[src/rtl/sparse_mac_acc.sv]
// sparse_mac_acc: round-robin sparse multiply-accumulate engine.
//
// Scans N operand slots, takes at most one valid (a, b) pair per cycle under
// round-robin arbitration, multiplies it signed and accumulates the product
// into an ACC_SIZE-bit accumulator through a 3-stage pipeline
// (S1 operands -> S2 product -> S3 accumulate). A flush drains the pipeline
// for two fixed cycles and presents the result with a one-cycle done strobe.
//
// Ports:
//   clk, rst              clock, asynchronous active-high reset
//   slot_valid[N]         slot i holds a pending pair
//   slot_a/slot_b         packed operands, slot i at [i*DATA_SIZE +: DATA_SIZE]
//   slot_ack[N]           one-hot (or zero) grant, combinational
//   start, flush          job control pulses
//   busy                  high in RUN or DRAIN
//   out_data, done        result and its one-cycle strobe
//   overflow              sticky signed-overflow flag of the current job
//
// Build option: define SPARSE_MAC_SAT_EN to saturate the accumulator on
// signed overflow instead of wrapping.

module sparse_mac_acc #(
  parameter int DATA_SIZE = 16,
  parameter int N         = 4,
  parameter int ACC_SIZE  = 40
) (
  input  logic                   clk,
  input  logic                   rst,
  input  logic [N-1:0]           slot_valid,
  input  logic [N*DATA_SIZE-1:0] slot_a,
  input  logic [N*DATA_SIZE-1:0] slot_b,
  output logic [N-1:0]           slot_ack,
  input  logic                   start,
  input  logic                   flush,
  output logic                   busy,
  output logic [ACC_SIZE-1:0]    out_data,
  output logic                   done,
  output logic                   overflow
);

  localparam int PW = (N > 1) ? $clog2(N) : 1;

  localparam logic [1:0] S_IDLE  = 2'd0;
  localparam logic [1:0] S_RUN   = 2'd1;
  localparam logic [1:0] S_DRAIN = 2'd2;
  localparam logic [1:0] S_DONE  = 2'd3;

  localparam logic signed [ACC_SIZE-1:0] ACC_MAX = {1'b0, {(ACC_SIZE-1){1'b1}}};
  localparam logic signed [ACC_SIZE-1:0] ACC_MIN = {1'b1, {(ACC_SIZE-1){1'b0}}};

  logic [1:0]    state_q, state_d;
  logic          drain_q, drain_d;
  logic [PW-1:0] ptr_q, ptr_d;

  // vld_pipe_q[0] = S1 valid, vld_pipe_q[1] = S2 valid
  logic [1:0]                    vld_pipe_q;
  logic signed [DATA_SIZE-1:0]   s1_a_q, s1_b_q;
  logic signed [2*DATA_SIZE-1:0] s2_prod_q;
  logic signed [ACC_SIZE-1:0]    acc_q;
  logic [ACC_SIZE-1:0]           out_q;
  logic                          ovf_q;

  // ---------------- arbitration ----------------
  logic          found, take;
  logic [PW-1:0] gidx, cand;

  always_comb begin
    found = 1'b0;
    gidx  = '0;
    cand  = '0;
    // first valid slot starting at the pointer, wrapping around
    for (int k = 0; k < N; k++) begin
      cand = PW'((int'(ptr_q) + k) % N);
      if (!found && slot_valid[cand]) begin
        found = 1'b1;
        gidx  = cand;
      end
    end
    // the flush cycle never grants, so nothing enters after the drain starts
    take     = (state_q == S_RUN) && !flush && found;
    slot_ack = take ? (N'(1) << gidx) : '0;
    ptr_d    = ptr_q;
    if (take) ptr_d = (gidx == PW'(N-1)) ? '0 : gidx + 1'b1;
  end

  // ---------------- accumulate stage ----------------
  logic signed [2*DATA_SIZE-1:0] a_ext, b_ext;
  logic signed [ACC_SIZE-1:0]    prod_ext, sum, acc_nxt;
  logic                          add_ovf;

  always_comb begin
    a_ext    = s1_a_q;
    b_ext    = s1_b_q;
    prod_ext = s2_prod_q;  // sign-extends into the accumulator width
    sum      = acc_q + prod_ext;
    // same-sign operands producing a different-sign sum
    add_ovf  = (acc_q[ACC_SIZE-1] == prod_ext[ACC_SIZE-1]) &&
               (sum[ACC_SIZE-1] != acc_q[ACC_SIZE-1]);
`ifdef SPARSE_MAC_SAT_EN
    acc_nxt  = add_ovf ? (acc_q[ACC_SIZE-1] ? ACC_MIN : ACC_MAX) : sum;
`else
    acc_nxt  = sum;
`endif
  end

  // ---------------- control FSM ----------------
  always_comb begin
    state_d = state_q;
    drain_d = drain_q;
    case (state_q)
      S_IDLE:  if (start) state_d = S_RUN;
      S_RUN:   if (flush) begin state_d = S_DRAIN; drain_d = 1'b0; end
      // two cycles always empty S1/S2 and land the last product in acc
      S_DRAIN: if (drain_q) state_d = S_DONE; else drain_d = 1'b1;
      default: state_d = S_IDLE;
    endcase
  end

  wire clear_job = (state_q == S_IDLE) && start;

  always_ff @(posedge clk or posedge rst) begin
    if (rst) begin
      state_q    <= S_IDLE;
      drain_q    <= 1'b0;
      ptr_q      <= '0;
      vld_pipe_q <= '0;
      s1_a_q     <= '0;
      s1_b_q     <= '0;
      s2_prod_q  <= '0;
      acc_q      <= '0;
      out_q      <= '0;
      ovf_q      <= 1'b0;
    end else begin
      state_q    <= state_d;
      drain_q    <= drain_d;
      ptr_q      <= ptr_d;
      vld_pipe_q <= {vld_pipe_q[0], take};
      if (take) begin
        s1_a_q <= slot_a[gidx*DATA_SIZE +: DATA_SIZE];
        s1_b_q <= slot_b[gidx*DATA_SIZE +: DATA_SIZE];
      end
      if (vld_pipe_q[0]) s2_prod_q <= a_ext * b_ext;
      if (clear_job) begin
        acc_q <= '0;
        ovf_q <= 1'b0;
      end else if (vld_pipe_q[1]) begin
        acc_q <= acc_nxt;
        if (add_ovf) ovf_q <= 1'b1;
      end
      if (state_q == S_DRAIN && drain_q) out_q <= acc_q;
    end
  end

  assign busy     = (state_q == S_RUN) || (state_q == S_DRAIN);
  assign done     = (state_q == S_DONE);
  assign out_data = out_q;
  assign overflow = ovf_q;

endmodule
[config.mk]
export PLATFORM = sky130hd
export DESIGN_NAME = sparse_mac_acc
export DESIGN_NICKNAME = d
export VERILOG_FILES = /design/src/rtl/sparse_mac_acc.sv
export SDC_FILE = /design/constraint.sdc
export NUM_CORES = 1
export LEC_CHECK = 0
export BUFFER_PORTS_ARGS = -buffer_cell sky130_fd_sc_hd__buf_4
export CORE_ASPECT_RATIO = 1.75
export CORE_MARGIN = 1.5
export CORE_UTILIZATION = 67
export CTS_BUF_LIST = sky130_fd_sc_hd__clkbuf_4
export CTS_CLUSTER_SIZE = 16
export DETAILED_ROUTE_END_ITERATION = 12
export HOLD_SLACK_MARGIN = 0.06
export PLACE_DENSITY = 0.86
export SYNTH_ARGS = -nofsm -noshare
export SYNTH_HDL_FRONTEND = slang
export SYNTH_SLANG_ARGS = --single-unit
export TNS_END_PERCENT = 100
[constraint.sdc]
create_clock -name clk -period 15.3 [get_ports clk]
set_input_delay 1.53 -clock clk [delete_from_list [all_inputs] [get_ports clk]]
set_output_delay 1.53 -clock clk [all_outputs]
set_load 0.1 [all_outputs]
Yosys cells after proc, flatten, opt, wreduce, memory -nomap -nowiden:

Index checks and enable logic that the tools add are counted.

* register bits after elaboration: 152
* input bits: 136
* output and inout port bits: 47
* logic and storage cells: 81

* $add $sub $neg: 5
* multiply operators: 1
* magnitude comparators: 4
* eq/ne operators: 9
* shift operators: 3
* mux-type cells: 29
* reductions and logical operators: 20

Operators with widths (count)
* 64-bit by 7-bit variable part select with 16-bit output: 2
* 40-bit two-way mux: 2
* 40-bit by 32-bit adder with 40-bit output: 1
* 16-bit by 16-bit multiplier with 32-bit output: 1
* 2-bit two-way mux: 8
* 2-bit by 3-bit < comparator with 1-bit output (second input constant): 4
* 1-bit two-way mux: 12
* 1-bit binary-select mux with 2-bit select: 4
* 1-bit logical AND: 8
* 2-bit equality test (second input constant): 3
* 2-bit inequality test (second input constant): 3
* 2-bit one-hot mux with 3 select lines: 1
* 2-bit nonzero test: 3
* 2-bit by 1-bit adder with 2-bit output (second input constant): 2
* 2-bit adder (second input constant): 2
* 1-bit logical NOT: 4
* 4-bit two-way mux: 1
* 2-bit AND reduction: 2
* 1-bit by 2-bit left shift with 4-bit output (first input constant): 1
* 3-bit AND reduction: 1
* 2-bit by 1-bit equality test with 1-bit output (second input constant): 1
* 2-bit logical NOT: 1
* 1-bit one-hot mux with 2 select lines: 1
* 1-bit equality test: 1
* 2 further kinds: 2

Logic depth before layout (Yosys ltp):

Gate-level depths: netlist of the first run.

* depth after elaboration: 14
* gate-level depth with buffers: 24
* mapped depth without buffers: 22

Worst setup path before layout of the first run:

OpenSTA, ideal clock, no wires.

* path type: reg2reg
* from: register s1_b_q[7]
* to: register s2_prod_q[30]
* setup time: 0.123 ns
* arrival time: 6.221 ns
* required time: 15.177 ns
* path slack: 8.956 ns
* stages on the path, launching flop included: 25
* path buffers: 2
* clock period less this slack: 6.344 ns
* cell sequence: dfrtp_1 -> clkbuf_1 -> clkbuf_1 -> nand2_1 -> fa_1 -> inv_1 -> fa_1 -> inv_1 -> fa_1 -> inv_1 -> fa_1 -> fa_1 -> inv_1 -> fa_1 -> inv_1 -> ha_1 -> o21a_1 -> o211a_1 -> o21ai_0 -> a221oi_2 -> o41a_1 -> a211o_1 -> o31ai_1 -> mux2i_1 -> nand2_1

* longest elaborated chain between the ends: 1

Ends and longest elaborated chain
* start, declared: line 57 `logic signed [DATA_SIZE-1:0] s1_a_q, s1_b_q;`
* start signal, assigned: line 140 `s1_b_q <= slot_b[gidx*DATA_SIZE +: DATA_SIZE];`
* 16-bit by 16-bit multiplier with 32-bit output: line 142 `if (vld_pipe_q[0]) s2_prod_q <= a_ext * b_ext;`
* end signal, assigned: line 142
* end, declared: line 58 `logic signed [2*DATA_SIZE-1:0] s2_prod_q;`

No other way between the ends.
A chain may end at the register's enable or synchronous reset.

Worst setup path after layout of the first run:

* from: register s1_a_q[9]
* to: register s2_prod_q[30]

* longest elaborated chain between the ends: 1

Ends and longest elaborated chain
* start, declared: line 57
* start signal, assigned: line 139 `s1_a_q <= slot_a[gidx*DATA_SIZE +: DATA_SIZE];`
* 16-bit by 16-bit multiplier with 32-bit output: line 142

No other way between the ends.

==> impl_metrics.tcl, run 1 <==
set metrics [dict create \
    hold_path.class "flip-flop to flip-flop" \
    first_pass_iters 6 \
    r2r_slack_ns 8.39 \
    cp-end-kind "flip-flop" \
    wl_per_cell_um 17.0 \
    crit_required_ns 15.84 \
    die_h_um 224 \
    grt_pass1_wl_um 74500 \
    synth_top_area_share_pct 28.2 \
    start_util_pct 68.2 \
    dp_hpwl_um 35600 \
    rsz0062_at_grt "no" \
    ys_ff_latch 152 \
    slew_viol_final 0 \
    syn_area_um2 18600 \
    post_cts_buffers 0 \
    final_antenna_net_count 0 \
    crit_type "flip-flop to flip-flop" \
    yosys-top-cells-area "fa_1, dfrtp_1, ha_1, nand2_1, inv_1" \
    chipWidth_um 129 \
    slew_headroom_pct 41.1 \
    overflow 0 \
    ctsResizeCount 0 \
    synth_ff_type "dfrtp_1" \
    die_area_um2 28900 \
    timing.hold.ws_ns 0.522 \
    path_max_fanout 17 \
    yosysTopAreaCell "fa_1" \
    worstMarginPinSlew_ns 0.884 \
    yosysWarnings 0 \
    cts_root_buffer "clkbuf_4" \
    maxCapViolCount 0 \
    setup_tns_ns 0 \
    syn2layout_area_growth_pct 10.2 \
    coreArea_um2 27300 \
    clk_path_buf_depth 2 \
    hold_end "out_data[16]" \
    hold_viol 0 \
    status "finished clean" \
    start_kind "flip-flop" \
    hold_buffers 0 \
    numCtsBuffers 17 \
    gr-usage-all-layers_pct 32.7 \
    clk_latency_ns 0.65 \
    num_rows 80 \
    hold_depth 1 \
    vias 14834 \
    crit_arrival_ns 7.44 \
    routabilityCongestion 0.974 \
    grt_pass1_vias 16190 \
    synth_edf_count 0 \
    avgSynthCellArea_um2 8.97 \
    synth_nets 2607 \
    cts-htree-levels 4 \
    place_ws_ns 8.52 \
    fin_crit_sh_pct 45.1 \
    layout_setup_ws_ns 8.39 \
    synth.distinct_cells 68 \
    synthArstFlopShare_pct 100 \
    crit_start "s1_a_q[9]" \
    ys_seq_area_share_pct 20.4 \
    pin_count 183 \
    grt_max_degree 99 \
    clock-sinks 152 \
    fin_nets 2730 \
    drt-initial-drc-count 874 \
    reg2reg_depth 20 \
    drc 0 \
    r2r_end "s2_prod_q[30]" \
    netlist_instances 2079 \
    io_buffer_count 182 \
    cts_tree "yes" \
    clk_pin_slew_ns 0.15 \
    final.setup_skew_ns 0.0233 \
    finalSetupViolations 0 \
    reg2reg_from "s1_a_q[9]" \
    vias_per_cell 5.74 \
    routed_wl_um 43900 \
    antenna_found_initial 1 \
    worstHoldStart "out_data[16]" \
    fmax_ghz 0.145 \
    period_needed_ns 6.91 \
    drive_gt1_share_pct 13.5 \
]
[state kept, by name, indices dropped and copies added, names as in the netlist]
signal and count:
acc_q 40, drain_q 1, out_data 40, overflow 1
ptr_q 2, s1_a_q 16, s1_b_q 16, s2_prod_q 32
state_q 2, vld_pipe_q 2
[logic make-up after synthesis]
group	count (synthesis)	share of synthesized area (%)
AND/OR/NAND/NOR	704	17.3
buffers and inverters	397	8.00
adder cells (fa/ha/maj)	392	36.9
AO/OA/AOI/OAI	300	10.2
flip-flops	152	20.4
multiplexers	77	4.55
XOR/XNOR	57	2.68
[layout by cell type (no fill, tap or decap), types with 3 or more instances in the layout]
cell type  Yosys  routed
o211a_1        3       3
a21oi_1       66      66
nand2b_1      11      11
o21bai_1      10      10
nand4_1        5       5
mux2i_1       18      18
a31o_2         4       4
nor2_1        85      85
nand3b_1       3       3
o22ai_1        6       6
o21ai_0       99      99
o211ai_1       5       5
a31oi_1        8       8
nor3_1        19      18
o21a_1         8       8
xor2_1        12      12
o31ai_1        4       4
and2_1       131     131
nand4b_1       4       4
and3_1         7       7
clkbuf_4       0      17
a211o_1        5       5
ha_1         129     129
a311oi_1       3       3
nor2b_1        9       9
a211oi_1       6       6
a21o_1        39      39
nand3_1       49      49
mux2_2        58      58
nand2_1      365     365
xnor2_1       45      45
inv_6          0       5
dfrtp_1      152     152
fa_1         263     263
buf_4          0     191
o21ai_1        3       3
inv_1        309     307
or3_1          5       5
[cells in the mapped netlist, drive strengths merged, types with 5 or more instances]
library cell / n
fa: 263
a21o: 39
nor3: 19
mux2i: 18
clkbuf: 75
nand2b: 11
o21ai: 102
nor2b: 9
nor2: 85
o211ai: 6
or3: 5
and3: 7
o21a: 8
nand2: 365
nand4: 5
o22ai: 6
ha: 129
o21bai: 10
xor2: 12
a31oi: 8
a21oi: 67
xnor2: 45
inv: 309
nand3: 49
buf: 12
a211o: 5
a211oi: 7
mux2: 59
dfrtp: 152
and2: 131
[critical path, stage by stage (launching register included)]
cell and delay, ns:
dfrtp_1 0.84, nand2_1 0.17, fa_1 0.53, fa_1 0.48
fa_1 0.46, fa_1 0.51, inv_1 0.06, fa_1 0.53
inv_1 0.05, fa_1 0.47, inv_1 0.04, ha_1 0.32
a21oi_1 0.16, o21ai_1 0.19, a221oi_2 0.54, a221oi_2 0.13
o41a_1 0.43, a211o_1 0.33, o31ai_1 0.26, mux2i_1 0.22
nand2_1 0.07
[per-layer routing]
layer	vias to the layer above	global-route usage, %	wire [µm]
met4	0	16.4	2030
met3	150	4.25	1980
met5	-	0	0
li1	6865	-	-
met2	543	60.8	23800
met1	7276	35.7	16100
[how the worst max path moves through the flow]
stage	slack, ns	end
floorplan	8.96	s2_prod_q[30]
global placement	8.69	s2_prod_q[30]
detailed placement	8.52	s2_prod_q[30]
CTS	8.47	s2_prod_q[30]
global route	8.09	s2_prod_q[30]
finish	8.39	s2_prod_q[30]
[metrics by stage]
stage | std cells | utilization [%] | area (µm²)
floorplan | 2079 | - | 18600
global placement | 2552 | 74.1 | 20200
detailed placement | 2552 | 74.1 | 20200
CTS | 2584 | 75.2 | 20600
global route | 2585 | 75.2 | 20600
finish | 2585 | 75.2 | 20600
[layout make-up]
| class | instances | area (µm²) |
|---|---|---|
| flip-flops and latches | 152 | 3800 |
| clock buffers | 17 | 128 |
| well taps | 369 | 462 |
| inverters | 310 | 1170 |
| repair buffers | 191 | 1430 |
| multi-input cells | 1530 | 13400 |
| fillers | 1994 | 6770 |
| diodes | 1 | 2.50 |
| clock inverters | 15 | 188 |
Power of run 1 is left out: the tool's default activity adds up to more than one toggle a clock period on the data nets, which glitch-free logic cannot reach.
==> run 2, diff against run 1 <==
Settings changed: CORE_UTILIZATION 67 to 63, PLACE_DENSITY 0.86 to 0.81.
Clock period 15.3 ns to 6.7 ns, I/O delays scaled along.
==> run 2 against run 1 <==
  * Sequential share of layout area decreased by 0.15 points
  * Clock skew up 0.0099 ns
  * Global-route usage shrank 2.5 points
  * Critical path depth increased by 2
  * Non-clock buffer count grew 33
  * Routed wire length down 0.37%
  * Hold slack got worse by 0.40 ns
  * Cell area is 1.3% higher
==> impl_metrics.tcl, run 2 (same netlist as run 1, synthesis figures left out) <==
set metrics [dict create \
    r2r_slack_ns 0.25 \
    fin_nets 2763 \
    setup_tns_ns 0 \
    final_cell_mix "nand2_1, inv_1, fa_1" \
    pin_count 183 \
    clk_latency_ns 0.65 \
    start_util_pct 63.7 \
    grt_max_degree 82 \
    drc 0 \
    clk_path_buf_depth 2 \
    period_needed_ns 6.45 \
    place_area_um2 20500 \
    final_area_um2 20800 \
    maxCapViolCount 0 \
    io_buffer_count 182 \
    cts_tree "yes" \
    grt_pass1_wl_um 74000 \
    chipWidth_um 133 \
    die_h_um 231 \
    routed_wl_um 43800 \
    first_pass_iters 6 \
    crit_type "flip-flop to flip-flop" \
    cts_root_buffer "clkbuf_4" \
    slew_headroom_pct 34.4 \
    drt-initial-drc-count 663 \
    hold_path.class "input port to asynchronous set/reset pin" \
    clock-sinks 152 \
    start_kind "flip-flop" \
    crit_chain "buf_4 -> and2_1 -> fa_1 -> inv_1 -> fa_1 -> fa_1 -> inv_1 -> fa_1 -> fa_1 -> inv_1 -> fa_1 -> inv_1 -> ha_1 -> o21a_1 -> o211a_1 -> o21ai_0 -> a221oi_2 -> o41a_1 -> a211o_1 -> o31ai_2 -> mux2i_1 -> nand2_1" \
    cpPeakStageDelay_ns 0.52 \
    crit_required_ns 7.22 \
    overflow 0 \
    finalSetupViolations 0 \
    hold_viol 0 \
    path_common_cell "fa_1" \
    wl_per_cell_um 16.6 \
    coreArea_um2 29300 \
    cts-htree-levels 4 \
    multi_input_area_um2 13400 \
    cp-end-kind "flip-flop" \
    crit_arrival_ns 6.97 \
    r2r_end "s2_prod_q[30]" \
    grt_pass1_vias 15666 \
    reg2reg_from "s1_a_q[9]" \
    rsz0062_at_grt "no" \
    fin_crit_sh_pct 96.2 \
    worstMarginPinSlew_ns 0.980 \
    clk_pin_slew_ns 0.15 \
    dp_hpwl_um 36100 \
    numCtsBuffers 17 \
    fmax_ghz 0.155 \
    routabilityCongestion 0.940 \
    slew_viol_final 0 \
    reg2reg_depth 22 \
    path_max_fanout 10 \
    die_area_um2 30700 \
    num_rows 83 \
    fill_cells 2262 \
    syn2layout_area_growth_pct 11.7 \
    gr-usage-all-layers_pct 30.1 \
    final.setup_skew_ns 0.0332 \
    seq_area_um2 3820 \
    vias 14813 \
    final_core_util_pct 71.1 \
    hold_buffers 0 \
    status "finished clean" \
    vias_per_cell 5.63 \
    cpMaxStageDelayCell "fa_1" \
    layout_commonest_cell "nand2_1" \
    antenna_found_initial 1 \
    final_antenna_net_count 0 \
    drive_gt1_share_pct 15.4 \
]
-- run 2: repair_timing --
action	CTS	global route
resized for setup	0	15
endpoints found under the setup margin	0	6
endpoints found under the hold margin	0	0
setup buffers	0	1
-- run 2: area by class of cell --
cell class	count	share of cell area, %
clock buffer	17	0.613
timing repair buffer	224	8.08
multi-input combinational	1530	64.2
inverter	310	5.61
clock inverter	15	0.799
sequential	152	18.4
tap	382	2.30
antenna	1	0.0120
-- run 2: metrics by stage --
step	hold WS, ns	cells	setup WS [ns]
finish	0.123	2631	0.252
global route	0.148	2631	0.0530
CTS	0.115	2629	0.0121
detailed placement	0.481	2597	0.0442
global placement	0.470	2597	0.262
floorplan	0.352	2079	0.356
-- run 2: worst max-delay path by stage --
stage | from | end | slack, ns | cells past startpoint
after global routing | s1_a_q[8] | s2_prod_q[30] | 0.05 | 21
after CTS | s1_b_q[2] | s2_prod_q[30] | 0.01 | 20
after detailed placement | s1_b_q[2] | s2_prod_q[30] | 0.04 | 20
after floorplan | s1_b_q[7] | s2_prod_q[30] | 0.36 | 24
final | s1_a_q[9] | s2_prod_q[30] | 0.25 | 22
after global placement | s1_b_q[2] | s2_prod_q[30] | 0.26 | 20
-- run 2: critical path, delay by kind of cell (launching register included) --
family / cells / cell delay (ns)
DFF: 1 / 0.50
buffers and inverters: 5 / 0.44
muxes: 1 / 0.23
AOI/OAI and AO/OA: 7 / 1.68
adders and majority gates: 7 / 3.24
and+or+nand+nor: 2 / 0.24
-- run 2: metal layers --
layer | part of all wire (%) | routed length, µm | global-route usage, %
met5 | 0 | 0 | 0
met4 | 4.7 | 2080 | 15.4
met3 | 4.3 | 1890 | 3.91
met2 | 53 | 23300 | 55.8
met1 | 38 | 16500 | 33.6
Power of run 2 is left out for the same reason.
==> run 3, diff against run 2 <==
Settings changed: CORE_UTILIZATION 63 to 67, PLACE_DENSITY 0.81 to 0.86.
Clock period 6.7 ns to 7.9 ns, I/O delays scaled along.
==> run 3 against run 2 <==
  * Register-to-register slack gained 0.83 ns
  * Critical path depth shrank 2
  * Final cell count shrank 1.7%
  * Sequential cell count is the same
  * Setup slack gained 0.83 ns
  * Fmax shrank 5.5%
  * Critical path type unchanged
==> impl_metrics.tcl, run 3 (same netlist as run 1, synthesis figures left out) <==
set metrics [dict create \
    path_common_cell "fa_1" \
    final_cell_mix "nand2_1, inv_1, fa_1" \
    overflow 0 \
    slew_viol_final 0 \
    cts-htree-levels 4 \
    num_rows 80 \
    r2r_end "s2_prod_q[30]" \
    place_ws_ns 1.14 \
    timing.hold.ws_ns 0.292 \
    clk_latency_ns 0.65 \
    grt_pass1_wl_um 74700 \
    final_antenna_net_count 0 \
    worstMarginPinSlew_ns 0.918 \
    die_area_um2 28900 \
    start_kind "flip-flop" \
    cp-end-kind "flip-flop" \
    path_buf_inv 3 \
    hold_buffers 0 \
    status "finished clean" \
    cpPeakStageDelay_ns 0.77 \
    ctsResizeCount 0 \
    layout_commonest_cell "nand2_1" \
    chipWidth_um 129 \
    numCtsBuffers 17 \
    dp_hpwl_um 36200 \
    grt_pass1_vias 16103 \
    drive_gt1_share_pct 13.5 \
    routabilityCongestion 0.978 \
    vias_per_cell 5.73 \
    setup_tns_ns 0 \
    start_util_pct 68.2 \
    crit_chain "nand2_1 -> fa_1 -> fa_1 -> fa_1 -> inv_1 -> fa_1 -> fa_1 -> inv_1 -> fa_1 -> inv_1 -> ha_1 -> a21oi_1 -> o21ai_1 -> a221oi_2 -> a221oi_2 -> o41a_1 -> a211o_1 -> o31ai_1 -> mux2i_1 -> nand2_1" \
    dp.cells 2552 \
    layout_setup_ws_ns 1.08 \
    coreArea_um2 27300 \
    crit_required_ns 8.43 \
    crit_arrival_ns 7.35 \
    cp_top_family "adder cells" \
    r2r_slack_ns 1.08 \
    cts_tree "yes" \
    first_pass_iters 7 \
    vias 14807 \
    gr-usage-all-layers_pct 33.1 \
    hold_viol 0 \
    crit_type "flip-flop to flip-flop" \
    clk_path_buf_depth 2 \
    grt_max_degree 96 \
    final.setup_skew_ns 0.0303 \
    slew_headroom_pct 38.8 \
    post_cts_buffers 0 \
    period_needed_ns 6.82 \
    rsz0062_at_grt "no" \
    fin_nets 2730 \
    fin_crit_sh_pct 86.3 \
    fmax_ghz 0.147 \
    finalSetupViolations 0 \
    die_h_um 224 \
    wl_per_cell_um 17.3 \
    antenna_found_initial 1 \
    pin_count 183 \
    cpMaxStageDelayCell "dfrtp_1" \
    hold_path.class "input port to asynchronous set/reset pin" \
    maxCapViolCount 0 \
    io_buffer_count 182 \
    clk_pin_slew_ns 0.15 \
    path_max_fanout 17 \
    routed_wl_um 44600 \
    drc 0 \
    clock-sinks 152 \
    reg2reg_depth 20 \
    final_cells 2585 \
    syn2layout_area_growth_pct 10.3 \
    cts_root_buffer "clkbuf_4" \
    reg2reg_from "s1_b_q[1]" \
    drt-initial-drc-count 890 \
]
==> run 3: stage by stage <==
| stage | utilization [%] | cell area [µm²] |
|---|---|---|
| after CTS | 75.3 | 20600 |
| after floorplan | - | 18600 |
| after global placement | 74.1 | 20200 |
| after global routing | 75.3 | 20600 |
| final | 75.3 | 20600 |
| after detailed placement | 74.1 | 20200 |
==> run 3: worst max-delay path by stage <==
| stage | from | to | slack, ns | depth (start not counted) |
|---|---|---|---|---|
| global route | s1_b_q[1] | s2_prod_q[30] | 0.78 | 20 |
| detailed placement | s1_a_q[8] | s2_prod_q[30] | 1.14 | 21 |
| CTS | s1_a_q[8] | s2_prod_q[30] | 1.13 | 21 |
| finish | s1_b_q[1] | s2_prod_q[30] | 1.08 | 20 |
| global placement | s1_a_q[8] | s2_prod_q[30] | 1.33 | 21 |
| floorplan | s1_b_q[7] | s2_prod_q[30] | 1.56 | 24 |
==> run 3: per-layer routing <==
metal | part of all wire [%] | vias up | global-route usage (%)
li1 | - | 6859 | -
met1 | 36 | 7260 | 34.9
met2 | 54 | 519 | 62.1
met3 | 4.2 | 169 | 4.30
met4 | 5.4 | 0 | 17.9
met5 | 0 | - | 0
==> run 3: worst reg2reg max path, delay by kind of cell (launching register included) <==
kind	cells	cell delay [ns]
adder cells (fa/ha/maj)	7	3.36
AO/OA/AOI/OAI	7	1.98
flip-flops	1	0.77
AND/OR/NAND/NOR	2	0.25
multiplexers	1	0.22
buffers and inverters	3	0.14
==> run 3: final cells by class <==
cell class,count,area (µm²)
multi-input combinational,1530,13400
antenna,1,2.50
sequential,152,3800
timing repair buffer,191,1430
tap,369,462
clock inverter,15,210
fill,1986,6750
clock buffer,17,128
inverter,310,1170
Power of run 3 is left out for the same reason.
